$ cat config.mk
export PLATFORM = sky130hd
export DESIGN_NAME = aes_dec_sequencer_flat
export DESIGN_NICKNAME = d
export VERILOG_FILES = /design/src/rtl/aes_dec_sequencer_if.sv /design/src/rtl/aes_dec_sequencer.sv /design/src/flat_wrapper.sv
export SDC_FILE = /design/constraint.sdc
export NUM_CORES = 1
export LEC_CHECK = 0
export CAP_MARGIN = 10
export CELL_PAD_IN_SITES_DETAIL_PLACEMENT = 1
export CELL_PAD_IN_SITES_GLOBAL_PLACEMENT = 1
export CORE_AREA = 2 2 254 256
export CTS_BUF_LIST = sky130_fd_sc_hd__clkbuf_8 sky130_fd_sc_hd__clkbuf_16
export DETAILED_ROUTE_END_ITERATION = 8
export DIE_AREA = 0 0 256 258
export PLACE_DENSITY = 0.67
export SYNTH_ARGS = -nofsm -noshare
export SYNTH_HDL_FRONTEND = slang
export SYNTH_SLANG_ARGS = --single-unit
$ cat constraint.sdc
create_clock -name clk -period 3.25 [get_ports clk]
set_input_delay 0.65 -clock clk [delete_from_list [all_inputs] [get_ports clk]]
set_output_delay 0.65 -clock clk [all_outputs]
set_load 0.005 [all_outputs]
$ cat src/rtl/aes_dec_sequencer_if.sv
// ---------------------------------------------------------------------------
// aes_dec_sequencer_if
// Groups every non-clock signal of the AES decryption sequencer.
//   Stream side  : key_valid, in_valid/in_ready/in_data/in_key_len,
//                  out_valid/out_ready/out_data/out_err
//   Datapath side: rk_addr -> rk_data (key store), dp_state/dp_final ->
//                  dp_result (shared inverse-round datapath)
// Modports:
//   master - the environment (stream source/sink, key store, datapath)
//   slave  - the sequencer itself
// ---------------------------------------------------------------------------
interface aes_dec_sequencer_if #(
    parameter int RK_AW = 4
);
    logic             key_valid;
    logic             in_valid;
    logic             in_ready;
    logic [0:127]     in_data;
    logic [1:0]       in_key_len;
    logic             out_valid;
    logic             out_ready;
    logic [0:127]     out_data;
    logic             out_err;
    logic [RK_AW-1:0] rk_addr;
    logic [0:127]     rk_data;
    logic [0:127]     dp_state;
    logic             dp_final;
    logic [0:127]     dp_result;

    modport master (
        output key_valid, in_valid, in_data, in_key_len, out_ready,
               rk_data, dp_result,
        input  in_ready, out_valid, out_data, out_err,
               rk_addr, dp_state, dp_final
    );

    modport slave (
        input  key_valid, in_valid, in_data, in_key_len, out_ready,
               rk_data, dp_result,
        output in_ready, out_valid, out_data, out_err,
               rk_addr, dp_state, dp_final
    );
endinterface

$ cat src/rtl/aes_dec_sequencer.sv
// ---------------------------------------------------------------------------
// aes_dec_sequencer
// Iterative AES decryption controller. One block in flight: the state
// register is whitened with the last round key, then looped through an
// external combinational inverse-round datapath once per cycle, walking the
// round-key store from Nr-1 down to 0.
// Ports:
//   clk   - rising-edge clock
//   rst_n - asynchronous active-low reset
//   bus   - aes_dec_sequencer_if.slave (stream + key-store/datapath signals)
// Latency accept -> out_valid: Nr+1 cycles (1 cycle for an illegal key length).
// ---------------------------------------------------------------------------
module aes_dec_sequencer #(
    parameter int NR_128 = 10,
    parameter int NR_192 = 12,
    parameter int NR_256 = 14,
    parameter int RK_AW  = 4
) (
    input  logic                 clk,
    input  logic                 rst_n,
    aes_dec_sequencer_if.slave   bus
);

    typedef enum logic [1:0] {
        IDLE  = 2'd0,
        INIT  = 2'd1,
        ROUND = 2'd2,
        DONE  = 2'd3
    } state_e;

    state_e           state_q, state_d;
    logic [RK_AW-1:0] cnt_q, cnt_d;        // round-key index of the current round
    logic [RK_AW-1:0] nr_q, nr_d;          // round count of the block in flight
    logic [0:127]     data_q, data_d;      // AES state
    logic [0:127]     out_data_q, out_data_d;
    logic             out_err_q, out_err_d;
    logic             accept;

    assign accept = bus.in_valid & bus.in_ready;

    // State register.
    // NOTE: every register, the 128-bit state included, is given a reset
    // value so an aborted block leaves nothing visible on the outputs.
    always_ff @(posedge clk or negedge rst_n) begin
        if (!rst_n) begin
            state_q    <= IDLE;
            cnt_q      <= '0;
            nr_q       <= '0;
            data_q     <= '0;
            out_data_q <= '0;
            out_err_q  <= 1'b0;
        end else begin
            // NOTE: non-blocking assignments so all registers update together
            // from pre-edge values.
            state_q    <= state_d;
            cnt_q      <= cnt_d;
            nr_q       <= nr_d;
            data_q     <= data_d;
            out_data_q <= out_data_d;
            out_err_q  <= out_err_d;
        end
    end

    // Next-state logic.
    always_comb begin
        // NOTE: hold-by-default assignments keep this block latch-free.
        state_d    = state_q;
        cnt_d      = cnt_q;
        nr_d       = nr_q;
        data_d     = data_q;
        out_data_d = out_data_q;
        out_err_d  = out_err_q;

        case (state_q)
            IDLE: begin
                if (accept) begin
                    data_d = bus.in_data;
                    case (bus.in_key_len)
                        2'b00:   nr_d = RK_AW'(NR_128);
                        2'b01:   nr_d = RK_AW'(NR_192);
                        2'b10:   nr_d = RK_AW'(NR_256);
                        default: nr_d = '0;
                    endcase
                    if (bus.in_key_len == 2'b11) begin
                        // Illegal length: report immediately, no rounds run.
                        state_d    = DONE;
                        out_err_d  = 1'b1;
                        out_data_d = '0;
                    end else begin
                        state_d    = INIT;
                        out_err_d  = 1'b0;
                    end
                end
            end
            INIT: begin
                // Initial AddRoundKey with round key Nr.
                data_d  = data_q ^ bus.rk_data;
                cnt_d   = nr_q - RK_AW'(1);
                state_d = ROUND;
            end
            ROUND: begin
                data_d = bus.dp_result;
                if (cnt_q == '0) begin
                    state_d    = DONE;
                    out_data_d = bus.dp_result;
                end else begin
                    cnt_d = cnt_q - RK_AW'(1);
                end
            end
            DONE: begin
                if (bus.out_ready) begin
                    state_d = IDLE;
                end
            end
            default: state_d = IDLE;
        endcase
    end

    // Output logic.
    always_comb begin
        // rst_n gates in_ready so the stream sees no readiness while reset
        // is held, even though the FSM already sits in IDLE.
        bus.in_ready  = rst_n & bus.key_valid & (state_q == IDLE);
        bus.out_valid = (state_q == DONE);
        bus.out_data  = out_data_q;
        bus.out_err   = out_err_q;
        bus.rk_addr   = '0;
        bus.dp_state  = '0;
        bus.dp_final  = 1'b0;

        case (state_q)
            INIT: begin
                bus.rk_addr = nr_q;
            end
            ROUND: begin
                bus.rk_addr  = cnt_q;
                bus.dp_state = data_q;
                bus.dp_final = (cnt_q == '0);
            end
            default: ;
        endcase
    end

endmodule

$ cat src/flat_wrapper.sv
// flat-port wrapper written by rule: the top's interface ports become plain ports
module aes_dec_sequencer_flat 
#(
    parameter int NR_128 = 10,
    parameter int NR_192 = 12,
    parameter int NR_256 = 14,
    parameter int RK_AW  = 4
)
  (clk, rst_n, bus_key_valid, bus_in_valid, bus_in_data, bus_in_key_len, bus_out_ready, bus_rk_data, bus_dp_result, bus_in_ready, bus_out_valid, bus_out_data, bus_out_err, bus_rk_addr, bus_dp_state, bus_dp_final);
  aes_dec_sequencer_if #(.RK_AW(RK_AW)) bus_i ();
  input  logic clk;
  input  logic rst_n;
  input wire logic [$bits(bus_i.key_valid)-1:0] bus_key_valid;
  input wire logic [$bits(bus_i.in_valid)-1:0] bus_in_valid;
  input wire logic [$bits(bus_i.in_data)-1:0] bus_in_data;
  input wire logic [$bits(bus_i.in_key_len)-1:0] bus_in_key_len;
  input wire logic [$bits(bus_i.out_ready)-1:0] bus_out_ready;
  input wire logic [$bits(bus_i.rk_data)-1:0] bus_rk_data;
  input wire logic [$bits(bus_i.dp_result)-1:0] bus_dp_result;
  output wire logic [$bits(bus_i.in_ready)-1:0] bus_in_ready;
  output wire logic [$bits(bus_i.out_valid)-1:0] bus_out_valid;
  output wire logic [$bits(bus_i.out_data)-1:0] bus_out_data;
  output wire logic [$bits(bus_i.out_err)-1:0] bus_out_err;
  output wire logic [$bits(bus_i.rk_addr)-1:0] bus_rk_addr;
  output wire logic [$bits(bus_i.dp_state)-1:0] bus_dp_state;
  output wire logic [$bits(bus_i.dp_final)-1:0] bus_dp_final;
  assign bus_i.key_valid = bus_key_valid;
  assign bus_i.in_valid = bus_in_valid;
  assign bus_i.in_data = bus_in_data;
  assign bus_i.in_key_len = bus_in_key_len;
  assign bus_i.out_ready = bus_out_ready;
  assign bus_i.rk_data = bus_rk_data;
  assign bus_i.dp_result = bus_dp_result;
  assign bus_in_ready = bus_i.in_ready;
  assign bus_out_valid = bus_i.out_valid;
  assign bus_out_data = bus_i.out_data;
  assign bus_out_err = bus_i.out_err;
  assign bus_rk_addr = bus_i.rk_addr;
  assign bus_dp_state = bus_i.dp_state;
  assign bus_dp_final = bus_i.dp_final;
  aes_dec_sequencer #(.NR_128(NR_128), .NR_192(NR_192), .NR_256(NR_256), .RK_AW(RK_AW)) u_core (.clk(clk), .rst_n(rst_n), .bus(bus_i));
endmodule
== Yosys cells after proc, flatten, opt, wreduce, memory -nomap -nowiden ==
Cells that the tools add are included.

* Register bits: 267
* Input bits: 391
* Output and inout bits: 264
* Word-level logic and storage cells: 52

* Equality and inequality tests: 11
* Bitwise gates (word level): 4
* Mux-type cells: 18
* Add/sub/neg operators: 2
* Reduce and logical (&&, ||, !) cells: 11

{| class="wikitable"
|+ Operator list
! cell !! number
|-
| $mux 128 || 5
|-
| $pmux 128 s3 || 1
|-
| $pmux 128 s2 || 1
|-
| $xor 128x128->128 || 1
|-
| $pmux 4 s2 || 2
|-
| $pmux 4 s3 || 1
|-
| $eq 2x2->1 const B || 4
|-
| $mux 2 || 4
|-
| $pmux 2 s4 || 1
|-
| $sub 4x1->4 const B || 2
|-
| $ne 2x1->1 const B || 3
|-
| $reduce_and 2->1 || 3
|-
| $eq 2x1->1 const B || 2
|-
| $logic_not 2->1 || 2
|-
| $logic_not 4->1 || 1
|-
| $mux 4 || 1
|-
| $ne 2x2->1 const B || 2
|-
| $reduce_and 4->1 || 1
|-
| $reduce_bool 2->1 || 2
|-
| $and 1x1->1 || 3
|-
| $reduce_and 3->1 || 1
|-
| $reduce_bool 3->1 || 1
|-
| $mux 1 || 2
|}

== Depth between registers and ports, before layout ==
Gate-level depths: netlist (run 1).

* Word-level depth: 5
* Gate-level depth with buffers: 9
* Gate-level depth less buffers: 8

== Worst setup path before layout (run 1) ==
OpenSTA, ideal clock, no wires.

* Path kind: reg-to-output
* Start: register u_core.state_q[0]
* End: output bus_dp_state[100]
* Data arrival time: 1.737 ns
* Cell stages (with the launch flop): 8
* Data required time: 2.600 ns
* Buffers on the path: 4
* Slack: 0.863 ns
* Cells stage by stage: dfrtp_1 > inv_1 > ha_1 > buf_2 > buf_2 > clkbuf_1 > clkbuf_1 > and2_1

* Cells in the longest elaborated chain, start to end: 2

{| class="wikitable"
|+ Ends and longest elaborated chain
! element !! line !! RTL
|-
| from (decl) || aes_dec_sequencer.sv:31 || <nowiki>state_e state_q, state_d;</nowiki>
|-
| from (signal assigned) || aes_dec_sequencer.sv:55 || <nowiki>state_q <= state_d;</nowiki>
|-
| $eq 2x2->1 || aes_dec_sequencer.sv:131 || <nowiki>case (state_q)</nowiki>
|-
| $mux 128 || aes_dec_sequencer.sv:131 ||
|-
| to (decl) || flat_wrapper.sv:25 || <nowiki>output wire logic [$bits(bus_i.dp_state)-1:0] bus_dp_state;</nowiki>
|}

Every way passes these cells.

== Worst setup path after layout (run 1) ==
* Start: register u_core.state_q[0]
* End: output bus_dp_state[81]

The elaborated chain is that of the path after synthesis.

==> out/qor.yml, run 1 <==
grt_pass1_vias: 15300
p_int_mw: 13.5
vias_per_cell: 4.73
syn_inst: 1582
async_flop_share_pct: 100
core_area_um2: 63600
drc: 0
critical_path.max_fanout: 64
netlist.area_leader.share_pct: 44.5
ys_ff_latch: 266
synth.distinct_cells: 39
fin_crit_ns: 3.12
boundaryPins: 655
synthTopCellsByArea: "dfrtp_1 45%, xor2_1 7.6%, and2_1 7.5%"
portBuffers: 654
syn_area_per_cell_um2: 9.45
p_sw_mw: 10.1
finalSetupViolCount: 0
die_y_um: 258
fin_nets: 2564
worst-setup-path-type: "flip-flop to primary output"
power_frac_clock_pct: 16.7
cts_root_buf: "clkbuf_16"
htree_levels: 2
seqPwrFrac_pct: 25.9
pwr-share-comb_pct: 57.4
hold_slack_ns: 0.497
synth-edff-count: 0
dieArea_um2: 66000
synth.most_common_cell: "dfrtp_1"
first_pass_iters: 5
cts_max_path_buffers: 3
fmax_ghz: 0.321
drv_slew: 0
clock_sinks: 266
synth-warning-count: 0
grt_usage_pct: 18.8
synth_fp_nets: 1984
cp-end-kind: "primary output"
die_w_um: 256
final_hold_viol_count: 0
skew_ns: 0.0105
cts_buffers: 34
seq_area_frac_synth_pct: 44.5
dr.first_iter.drc_count: 781
relSlewSlack_pct: 40.0
antenna_found_initial: 12
peakVddDrop_mv: 0.938
fin_util_pct: 37.1
cpMostUsedCell: "buf_12"
crit_required_ns: 2.60
tightest_slew_ns: 0.900
dp_hpwl_um: 46900
r2r_slack_ns: 0.80
drive_above_1_share_pct: 6.40
num_vias: 14400
insertion_delay_ns: 0.54
cpPeakStageDelay_ns: 0.56
wl_um: 64400
cts_tree: "built"
maxCapViolCount: 0
start_util_pct: 23.5
syn_area_um2: 15000
globalplace.congestion: 0.883
clk_pin_slew_ns: 0.06
synth_largest_area_cell: "dfrtp_1"
ant_nets: 0
hold_class: "flip-flop to flip-flop"
areaGrowthSynthToFinish_pct: 58.1
synthFlopType: "dfrtp_1"
fin_crit_sh_pct: 95.9
status: "finished clean"
routedWlPerCell_um: 21.1
p_sw_share_pct: 42.9
cp_cell_sequence: "inv_2, ha_4, buf_12, buf_12, and2_1, clkdlybuf4s50_1"
startpoint_type: "flip-flop"
grt_start_max_net_pins: 159
gr-total-overflow: 0
grt_pass1_wl_um: 97000
cp_data_arrival_time_ns: 2.47
cp_slowest_cell: "clkdlybuf4s50_1"
synthTopCellsByCount: "266 x dfrtp_1, 179 x and2_1, 164 x nand2_1"
p_leak_nw: 10.2
powerDensity_nw_per_um2: 999
rows: 93
state kept, by name (all words and copies together) (netlist names):
name	count
u_core.nr_q	3
u_core.cnt_q	4
u_core.bus.out_err	1
u_core.data_q	128
u_core.state_q	2
u_core.bus.out_data	128
path summary, 6_finish.rpt:
kind	start	to	cells past startpoint
setup / recovery	u_core.state_q[0]$_DFFE_PN0P_	bus_dp_state[81]	6
hold / removal	u_core.bus.out_data[16]$_DFFE_PN0P_	u_core.bus.out_data[16]$_DFFE_PN0P_	1
setup reg to reg	u_core.state_q[0]$_DFFE_PN0P_	u_core.bus.out_data[71]$_DFFE_PN0P_	8
hold reg to reg	u_core.bus.out_data[16]$_DFFE_PN0P_	u_core.bus.out_data[16]$_DFFE_PN0P_	1
max in group asynchronous	rst_n	u_core.data_q[5]$_DFFE_PN0P_	4
min in group asynchronous	rst_n	u_core.cnt_q[2]$_DFFE_PN0P_	2
per-layer routing:
metal  track usage (%)  vias up  wire, um
met5                 0        -        13
met3              3.58      101      2990
met2              33.3      419     33300
met1              22.4     7198     26000
li1                  -     6708         -
met4              7.37        2      2070
cell type report:
class | instances | area (um^2)
Inverter | 9 | 33.8
Fill cell | 7163 | 40000
Antenna cell | 11 | 27.5
Sequential cell | 266 | 6660
Clock buffer | 43 | 975
Timing Repair Buffer | 686 | 7010
Multi-Input combinational cell | 1165 | 7690
Clock inverter | 18 | 181
Tap cell | 855 | 1070
stage by stage:
step	setup TNS [ns]	instances	area (um^2)	power, mW	setup WS [ns]
final	0	3053	23600	23.6	0.134
after global routing	-0.000676	3052	23600	25.4	-0.000676
after CTS	0	3042	23600	24.0	0.0589
after detailed placement	0	2974	22300	19.6	0.416
after global placement	0	2974	22300	19.2	0.490
after floorplan	0	1582	15000	13.9	0.863
what timing repair did:
action	4_1_cts	5_1_grt
endpoints found under the setup margin	123	0
resized for setup	3	0
hold endpoints to repair	19	0
setup buffers	5	0
hold buffers	1	0
power groups by stage:
stage               registers [mW]  logic, mW  clock network [mW]
floorplan                     5.82       8.03                   0
global placement              6.10       13.1                   0
detailed placement            6.16       13.5                   0
CTS                           6.12       13.8                4.09
global route                  6.30       14.9                4.18
finish                        6.12       13.5                3.94
cell families after synthesis:
group / after synthesis / synth area share (%)
buffers and inverters: 151 / 4.42
multiplexers: 56 / 4.17
AND/OR/NAND/NOR: 485 / 15.5
adder cells (fa/ha/maj): 11 / 0.921
flip-flops: 266 / 44.5
XOR/XNOR: 130 / 7.62
AO/OA/AOI/OAI: 483 / 22.8
cell usage in the layout, fill, tap and decap left out, types with 2 or more instances in the layout:
cell / Yosys / routed
nand2_1: 164 / 164
buf_12: 0 / 13
o21ai_0: 75 / 75
mux2i_1: 6 / 6
clkinvlp_4: 0 / 2
a22oi_1: 3 / 3
a211oi_1: 49 / 49
a311oi_1: 79 / 79
clkinv_2: 0 / 4
bufinv_16: 0 / 3
clkdlybuf4s50_1: 0 / 653
mux2_1: 10 / 10
and2_1: 179 / 179
inv_2: 1 / 2
xor2_1: 129 / 129
inv_1: 8 / 13
ha_4: 0 / 3
a21oi_1: 53 / 53
clkbuf_16: 0 / 34
dfrtp_1: 266 / 266
nor2b_1: 4 / 3
ha_1: 11 / 8
clkbuf_8: 0 / 9
mux2_2: 40 / 40
o31ai_1: 80 / 80
a21o_1: 129 / 129
o21ai_1: 9 / 9
nor2_1: 131 / 131
diode_2: 0 / 11
buf_4: 3 / 15
inv_6: 0 / 2
worst max-delay path: cells and delay by family, from the launching register on:
kind / cells / cell delay [ns]
buf+inv: 4 / 1.06
flops: 1 / 0.43
fa+ha+maj: 1 / 0.22
simple gates: 1 / 0.17
(Power assumes the default switching activity.)
==> run 2, diff against run 1 <==
--- a/config.mk
+++ b/config.mk
@@ -9,7 +9,7 @@
 export CELL_PAD_IN_SITES_DETAIL_PLACEMENT = 1
 export CELL_PAD_IN_SITES_GLOBAL_PLACEMENT = 1
 export CORE_AREA = 2 2 254 256
-export CTS_BUF_LIST = sky130_fd_sc_hd__clkbuf_8 sky130_fd_sc_hd__clkbuf_16
+export CTS_BUF_LIST = sky130_fd_sc_hd__clkbuf_8
 export DETAILED_ROUTE_END_ITERATION = 8
 export DIE_AREA = 0 0 256 258
 export PLACE_DENSITY = 0.67
==> constraint.sdc (replaced) <==
create_clock -name clk -period 3.6 [get_ports clk]
set_input_delay 0.72 -clock clk [delete_from_list [all_inputs] [get_ports clk]]
set_output_delay 0.72 -clock clk [all_outputs]
set_load 0.005 [all_outputs]
==> run 2 against run 1 <==
Net effect: combinational power fell by 10%; first-iteration DRC count fell by 11%; highest routed layer is now met4; die area did not move; flip-flop and latch count did not move; clock skew rose by 0.013 ns; non-clock buffer count fell by 7.
==> out/qor.yml, run 2 (synthesis gave the netlist of run 1 again) <==
place_ws_ns: 0.671  # +0.255 ns
dieArea_um2: 66000  # unchanged
final_hold_viol_count: 0  # unchanged
ant_nets: 0  # unchanged
drv_slew: 0  # unchanged
cp_data_arrival_time_ns: 2.71  # +0.24 ns
crit_required_ns: 2.88  # +0.28 ns
gr-total-overflow: 0  # unchanged
dr.first_iter.drc_count: 696  # -11%
cts_tree: "built"
p_leak_nw: 10.2  # -0.36%
routedWlPerCell_um: 20.9  # -0.71%
r2r_slack_ns: 1.19  # +0.39 ns
hold_depth: 1  # unchanged
htree_levels: 2  # unchanged
holdPathEnd: "u_core.bus.out_data[17]$_DFFE_PN0P_"
tns_ns: 0  # unchanged
wl_um: 64600  # +0.30%
vias_per_cell: 4.70  # -0.63%
finalPower_mw: 20.8  # -12%
insertion_delay_ns: 0.61  # +0.07 ns
grt_pass1_wl_um: 96900  # about the same
cts_root_buf: "clkbuf_8"
boundaryPins: 655  # unchanged
peakVddDrop_mv: 0.666  # -29%
rsz0062_at_grt: "false"
cts_max_path_buffers: 3  # unchanged
hold_path_startpoint: "u_core.bus.out_data[17]$_DFFE_PN0P_"
powerDensity_nw_per_um2: 888  # -11%
worst-setup-path-type: "flip-flop to primary output"
clk_pin_slew_ns: 0.06  # about the same
grt_usage_pct: 18.8  # -0.022 points
fmax_ghz: 0.292
final_common_cell: "clkdlybuf4s50_1"
hold_class: "flip-flop to flip-flop"
r2r-start: "u_core.state_q[1]$_DFFE_PN0P_"
globalplace.congestion: 0.878  # -0.59%
skew_ns: 0.0239  # +0.0135 ns
die_w_um: 256  # unchanged
antenna_found_initial: 16  # +4
grt_pass1_vias: 15500  # +1.7%
die_y_um: 258  # unchanged
dp_hpwl_um: 46900  # -0.16%
status: "finished clean"
rows: 93  # unchanged
startpoint_type: "flip-flop"
cts_buffers: 52  # +53%
maxCapViolCount: 0  # unchanged
core_area_um2: 63600  # unchanged
critical_path.max_fanout: 96  # +50%
setup_ws_ns: 0.170  # +0.0354 ns
grt_start_max_net_pins: 159  # unchanged
fin_crit_ns: 3.43
clock_sinks: 266  # unchanged
cp-end-kind: "primary output"
areaGrowthSynthToFinish_pct: 56.9
relSlewSlack_pct: 31.0  # -8.9 points
drive_above_1_share_pct: 7.09  # +0.69 points
fin_nets: 2575  # +0.43%
tightest_slew_ns: 1.03  # +0.134 ns
r2r_cells: 7  # -1
num_vias: 14500  # +0.38%
finalSetupViolCount: 0  # unchanged
start_util_pct: 23.5  # unchanged
drc: 0  # unchanged
portBuffers: 654  # unchanged
worstReg2RegEnd: "u_core.data_q[37]$_DFFE_PN0P_"
fin_crit_sh_pct: 95.3
first_pass_iters: 5  # unchanged
final_cell_mix: "653 x clkdlybuf4s50_1, 266 x dfrtp_1, 179 x and2_1"
run 2: cell types whose count changed in the layout (fill, tap and decap cells not counted), sizes merged:
cell	previous run	this run
diode	11	16
clkbuf	43	71
bufinv	3	0
inv	17	25
buf	31	25
bufbuf	1	0
run 2: how the worst max path moves through the flow:
| stage | startpoint | to | slack [ns] |
|---|---|---|---|
| 2_1_floorplan | u_core.state_q[0]$_DFFE_PN0P_ | bus_dp_state[100] | 1.14 |
| 3_3_place_gp | u_core.state_q[0]$_DFFE_PN0P_ | bus_dp_state[62] | 0.66 |
| 3_5_place_dp | u_core.state_q[0]$_DFFE_PN0P_ | bus_dp_state[62] | 0.67 |
| 4_1_cts | u_core.state_q[0]$_DFFE_PN0P_ | bus_dp_state[62] | 0.01 |
| 5_1_grt | u_core.state_q[0]$_DFFE_PN0P_ | bus_dp_state[62] | 0.01 |
| 6_report | u_core.state_q[0]$_DFFE_PN0P_ | bus_dp_state[62] | 0.17 |
run 2: layout make-up:
class | instances | area, um^2
inverters | 9 | 33.8
flip-flops and latches | 266 | 6660
repair buffers | 679 | 6890
diodes | 16 | 40.0
multi-input cells | 1165 | 7690
clock buffers | 71 | 977
fillers | 7269 | 40200
clock inverters | 23 | 105
well taps | 855 | 1070
run 2: worst max-delay path, stage by stage (launching register included):
cell and delay (ns):
dfrtp_1 0.43, inv_2 0.15, ha_4 0.29, buf_16 0.29, and2_1 0.25, clkdlybuf4s50_1 0.54
run 2: repair_timing:
action	CTS	global route
hold endpoints to repair	23	0
setup endpoints to repair	1	16
pin swaps	1	0
hold buffers	1	0
buffers inserted	0	0
resized for setup	1	1
run 2: report_power, final:
group | switching (mW) | internal, mW
Sequential | 1.11 | 4.40
Clock | 1.44 | 1.75
Combinational | 6.57 | 5.55
run 2: metrics by stage:
stage,hold WS (ns),instances,cell area [um^2],utilization (%)
after floorplan,0.424,1582,15000,-
after global routing,0.521,3083,23500,36.9
after CTS,0.495,3068,23400,36.8
after global placement,0.468,2973,22300,35.1
final,0.487,3084,23500,36.9
after detailed placement,0.481,2973,22300,35.1
run 2: metal layers:
metal	track usage (%)	vias up	share of wire [%]
met5	0	-	0
met4	8.38	0	3.6
met3	4.19	124	5.4
met2	33.0	411	51
met1	21.9	7204	40
li1	-	6744	-
